--- src/rtl/ad9516_cfg_sequencer.sv ---
// AD9516 power-up configurator: pulses the chip reset, streams a register table out through an SPI write engine, then issues an IO update.
// Optional handshake watchdog is compiled in when AD9516_CFG_TIMEOUT_EN is defined.
`timescale 1ns/1ps
module ad9516_cfg_sequencer #(
    parameter int NUM_REGS       = 64,
    parameter int RST_CYCLES     = 100,
    parameter int TIMEOUT_CYCLES = 4096
) (
    input  logic        clk_in,
    input  logic        rst,
    input  logic        start,
    output logic        busy,
    output logic        done,
    output logic        err,
    output logic        o_adk_rst_n,
    output logic [6:0]  tbl_addr,
    input  logic [23:0] tbl_entry,
    output logic        spi_valid,
    output logic [23:0] spi_word,
    input  logic        spi_ready,
    input  logic        spi_done
);

    // One counter serves both reset phases and the watchdog, so it is sized for the larger limit.
    localparam int              CNT_MAX        = (RST_CYCLES > TIMEOUT_CYCLES) ? RST_CYCLES : TIMEOUT_CYCLES;
    localparam int              CNT_W          = $clog2(CNT_MAX + 1);
    localparam logic [CNT_W-1:0] RST_LAST      = CNT_W'(RST_CYCLES - 1);
    localparam logic [6:0]      IDX_LAST       = 7'(NUM_REGS - 1);
    localparam logic [23:0]     IO_UPDATE_WORD = 24'h023201;

    typedef enum logic [3:0] {
        IDLE,
        RST_LOW,
        RST_WAIT,
        FETCH,
        LOAD,
        SEND,
        WAIT_DONE,
        UPDATE,
        FINISH,
        ERROR
    } state_t;

    state_t           r_state;
    state_t           w_next;
    logic [CNT_W-1:0] r_cnt;
    logic [6:0]       r_index;
    logic             r_upd;
    logic [23:0]      r_spi_word;
    logic             w_rst_last;
    logic             w_wdog_hit;
    logic             w_accept;

    assign w_rst_last = (r_cnt == RST_LAST);
    assign w_accept   = (r_state == IDLE || r_state == FINISH || r_state == ERROR) && start;

`ifdef AD9516_CFG_TIMEOUT_EN
    assign w_wdog_hit = (r_cnt == CNT_W'(TIMEOUT_CYCLES - 1));
`else
    assign w_wdog_hit = 1'b0;
`endif

    always_ff @(posedge clk_in) begin
        if (rst) begin
            r_state <= IDLE;
        end else begin
            r_state <= w_next;
        end
    end

    always_comb begin
        w_next = r_state;
        case (r_state)
            IDLE, FINISH, ERROR: begin
                if (start) w_next = RST_LOW;
            end
            RST_LOW: begin
                if (w_rst_last) w_next = RST_WAIT;
            end
            RST_WAIT: begin
                if (w_rst_last) w_next = FETCH;
            end
            FETCH:  w_next = LOAD;
            LOAD:   w_next = SEND;
            SEND: begin
                if (spi_ready)       w_next = WAIT_DONE;
                else if (w_wdog_hit) w_next = ERROR;
            end
            WAIT_DONE: begin
                if (spi_done) begin
                    if (r_upd)                    w_next = FINISH;
                    else if (r_index == IDX_LAST) w_next = UPDATE;
                    else                          w_next = FETCH;
                end else if (w_wdog_hit) begin
                    w_next = ERROR;
                end
            end
            UPDATE:  w_next = SEND;
            default: w_next = IDLE;
        endcase
    end

    // The counter restarts on every state change, giving per-phase cycle counts.
    always_ff @(posedge clk_in) begin
        if (rst) begin
            r_cnt      <= '0;
            r_index    <= '0;
            r_upd      <= 1'b0;
            r_spi_word <= '0;
        end else begin
            r_cnt <= (w_next != r_state) ? '0 : r_cnt + CNT_W'(1);
            if (w_accept) begin
                r_index <= '0;
                r_upd   <= 1'b0;
            end
            if (r_state == WAIT_DONE && spi_done && !r_upd && r_index != IDX_LAST) begin
                r_index <= r_index + 7'd1;
            end
            if (r_state == LOAD) begin
                r_spi_word <= tbl_entry;
            end
            if (r_state == UPDATE) begin
                r_spi_word <= IO_UPDATE_WORD;
                r_upd      <= 1'b1;
            end
        end
    end

    always_comb begin
        busy        = 1'b0;
        done        = 1'b0;
        err         = 1'b0;
        o_adk_rst_n = 1'b1;
        spi_valid   = 1'b0;
        case (r_state)
            RST_LOW: begin
                busy        = 1'b1;
                o_adk_rst_n = 1'b0;
            end
            RST_WAIT, FETCH, LOAD, WAIT_DONE, UPDATE: begin
                busy = 1'b1;
            end
            SEND: begin
                busy      = 1'b1;
                spi_valid = 1'b1;
            end
            FINISH: begin
                done = 1'b1;
            end
`ifdef AD9516_CFG_TIMEOUT_EN
            ERROR: begin
                err = 1'b1;
            end
`endif
            default: begin
            end
        endcase
    end

    assign tbl_addr = r_index;
    assign spi_word = r_spi_word;

endmodule

--- config.mk ---
export PLATFORM = sky130hd
export DESIGN_NAME = ad9516_cfg_sequencer
export DESIGN_NICKNAME = d
export VERILOG_FILES = /design/src/rtl/ad9516_cfg_sequencer.sv
export SDC_FILE = /design/constraint.sdc
export NUM_CORES = 1
export LEC_CHECK = 0
export ABC_CLOCK_PERIOD_IN_PS = 2400
export BUFFER_PORTS_ARGS = -buffer_cell sky130_fd_sc_hd__buf_2
export CORE_MARGIN = 5
export CORE_UTILIZATION = 57
export CTS_CLUSTER_DIAMETER = 200
export DETAILED_ROUTE_END_ITERATION = 10
export HOLD_SLACK_MARGIN = 0.08
export PLACE_DENSITY = 0.85
export REMOVE_ABC_BUFFERS = 1
export SLEW_MARGIN = 20
export SYNTH_ARGS = -nofsm -noshare
export SYNTH_HDL_FRONTEND = slang
export SYNTH_SLANG_ARGS = --single-unit
--- constraint.sdc ---
create_clock -name clk_in -period 2.4 [get_ports clk_in]
set_input_delay 0.36 -clock clk_in [delete_from_list [all_inputs] [get_ports clk_in]]
set_output_delay 0.36 -clock clk_in [all_outputs]
set_load 0.03 [all_outputs]
==> out/qor.yml <==
pwr:
  netSwitchingFraction_pct: 25.4
  power_frac_seq_pct: 57.4
  p_sw_w: 0.000366
  comb_power_share_pct: 9.0
  p_per_area_mw_per_mm2: 494
  power_frac_clock_pct: 33.7
  ir_drop_mv: 0.419
  cellInternalPower_w: 0.00107
  p_leak_nw: 1.12
sta:
  clock.fmax_mhz: 469
  hold_violations: 0
  fin_skew_ps: 9.08
  period_share_pct: 88.8
  worst_pin_slew_ps: 839
  setup_viol: 0
  rsz0062_at_grt: "false"
  slew_headroom_pct: 44.0
  finalMaxSlewViolations: 0
  period_needed_ps: 2130
  fin_tns_setup_ps: 0
final_layout:
  area_delta_synth_final_pct: 15.6
  drive_above_1_share_pct: 29.3
  fin_nets: 385
  num_antenna_cells: 0
  fin_area_mm2: 0.00292
clock_tree:
  cts_made_buffers: 5
  clock_sinks: 49
  clock_latency_ps: 300
  cts_hold_buffers: 0
  clk_path_buf_depth: 2
  clk_root_buffer_cell: "clkbuf_8"
  post_cts_buffers: 0
  htreeDepth: 2
  path_clk_slew_ps: 90
  tritoncts: "done"
  cts_repair_resize_count: 0
setup_path:
  worstPathRequired_ps: 2040
  worst-setup-path-type: "reg2out"
  worstPathMaxFanout: 13
  r2r-end: "r_cnt[6]$_SDFF_PP0_"
  cp.arrival_ps: 1770
  rrSetupSlack_ps: 390
  r2r_cells: 5
  cp.depth: 4
  cp_num_buf_inv: 2
  path_cells: "buf_4, or2_1, o21a_1, buf_2"
  end_kind: "primary output"
  slowest_delay_ps: 590
  critPathLaunch: "r_state[1]$_SDFF_PP0_"
  crit_slowest_cell: "dfxtp_1"
  crit_path_start_kind: "register"
  reg2reg_from: "r_state[1]$_SDFF_PP0_"
  crit_family: "flip-flops"
global_routing:
  grt_pass1_wl_mm: 9.14
  grt_pass1_vias: 2034
  antenna_found_initial: 0
  grt_max_degree: 23
  grt.overflow.total: 0
  grt_usage_pct: 18.1
status:
  status: "complete, no violations"
drt:
  vias: 2281
  wire_per_inst_um: 13.3
  drc: 0
  antenna_left: 0
  drt-total-wl_mm: 5.43
  drtIter0Drc: 169
  drtPass1Iterations: 4
  vias_per_cell: 5.60
worst_hold_path:
  min_from: "tbl_entry[19]"
  hp-class: "in2reg"
  min_path_cells: 3
  hold_path_end: "spi_word[19]$_SDFFE_PP0N_"
synthesis:
  synth.area.mux_share_pct: 0
  synth_area_leaders: "dfxtp_1 39%, nand2_1 7.1%, a21oi_1 6.1%"
  ys_seq_area_share_pct: 38.9
  yosys_warnings: 0
  yosysTopAreaCellShare_pct: 38.9
  synthSimpleGateAreaFrac_pct: 34.0
  post-synth-top-count-cell: "dfxtp_1"
  ys.flop_type: "dfxtp_1"
  async_reset_ff_share_pct: 0
  synthAdderAreaFrac_pct: 0.992
  synth_cells: 297
  ys_seq_elements: 49
  synth_compound_area_share_pct: 15.8
  yosys-top-cells-count: "49 x dfxtp_1, 48 x nand2_1, 31 x a21oi_1"
  synth_edf_count: 0
  synth_top_family_by_area: "simple AND/OR/NAND/NOR gates"
  synthXorXnorAreaFrac_pct: 3.82
  netlist_area_mm2: 0.00252
  syn_area_per_cell_um2: 8.50
  ys_types: 53
  synth_top_area_cell: "dfxtp_1"
placement:
  gp_congestion: 0.808
  portBuffers: 63
  hpwl_mm: 4.04
  placed_area_mm2: 0.00282
floorplan:
  die_y_um: 76.5
  initial_core_util_pct: 58.4
  io_pins: 65
  fp.dieW_um: 76.5
  die-area_mm2: 0.00586
  fp-row-count: 24
  placeableCoreArea_mm2: 0.00432
run:
  maxCapViolCount: 0
[per-stage QoR]
step | hold slack [ps] | total power [W] | std cells | util (%) | worst slack (ps)
after floorplan | 429 | 0.000921 | 277 | - | 129
after global placement | 440 | 0.000973 | 399 | 65.2 | 434
after detailed placement | 443 | 0.000975 | 399 | 65.2 | 271
after CTS | 269 | 0.00146 | 407 | 67.3 | 241
after global routing | 268 | 0.00150 | 407 | 67.5 | 198
final | 282 | 0.00144 | 407 | 67.5 | 269
[power by group through the flow]
stage,sequential (W),clock (W),combinational [W]
2_1_floorplan,0.000851,0,0.0000705
3_3_place_gp,0.000845,0,0.000128
3_5_place_dp,0.000845,0,0.000130
4_1_cts,0.000826,0.000504,0.000130
5_1_grt,0.000828,0.000533,0.000144
6_report,0.000826,0.000485,0.000129
[logic make-up after synthesis]
family          count (synthesis)
other cells                     1
xor+xnor                       11
simple gates                  150
buf+inv                        26
fa+ha+maj                       2
flops                          49
compound gates                 58
[worst max-delay path by stage]
stage / slack, ps / end
after floorplan: 130 / r_cnt[4]$_SDFF_PP0_
after global placement: 430 / tbl_addr[2]$_SDFFE_PP0P_
after detailed placement: 270 / tbl_addr[2]$_SDFFE_PP0P_
after CTS: 240 / tbl_addr[2]$_SDFFE_PP0P_
after global routing: 200 / busy
final: 270 / busy
[worst reg2reg max path, stage by stage, from the launching register on]
cell and delay [ps]:
dfxtp_1 450, buf_4 250, or3_1 390, o221ai_2 80, o2111ai_2 440, nor3_1 310
[cell type report]
cell class	instances	area, µm²
Tap cell	52	65.1
Timing Repair Buffer	70	368
Fill cell	357	1410
Clock buffer	5	68.8
Inverter	6	22.5
Sequential cell	49	981
Multi-Input combinational cell	222	1390
Clock inverter	3	22.5
[layer usage]
layer	part of all wire (%)	track usage [%]	vias to the layer above
li1	-	-	1161
met1	44	22.6	1048
met2	48	30.9	67
met3	7.3	5.32	5
met4	0.59	3.67	0
met5	0	0	-
[state kept, by name (all words and copies together) (netlist names)]
name	flops
spi_word	24
r_cnt	13
tbl_addr	7
r_state	4
r_upd	1
[cells in the final DEF, fill, tap and decap left out, types with 3 or more instances in the layout]
| master | n |
|---|---|
| nand3_1 | 14 |
| dfxtp_1 | 49 |
| or3_1 | 9 |
| nand4_1 | 6 |
| or2_1 | 3 |
| nor3_1 | 14 |
| nor2b_1 | 3 |
| nand2b_1 | 12 |
| nor4_1 | 3 |
| buf_4 | 7 |
| clkinvlp_4 | 3 |
| nand2_1 | 48 |
| o21ai_0 | 3 |
| xnor2_1 | 7 |
| nor2_1 | 12 |
| xor2_1 | 4 |
| a21oi_1 | 31 |
| clkbuf_8 | 5 |
| inv_1 | 6 |
| buf_2 | 63 |
| nor3_2 | 10 |
(Power assumes the default switching activity.)
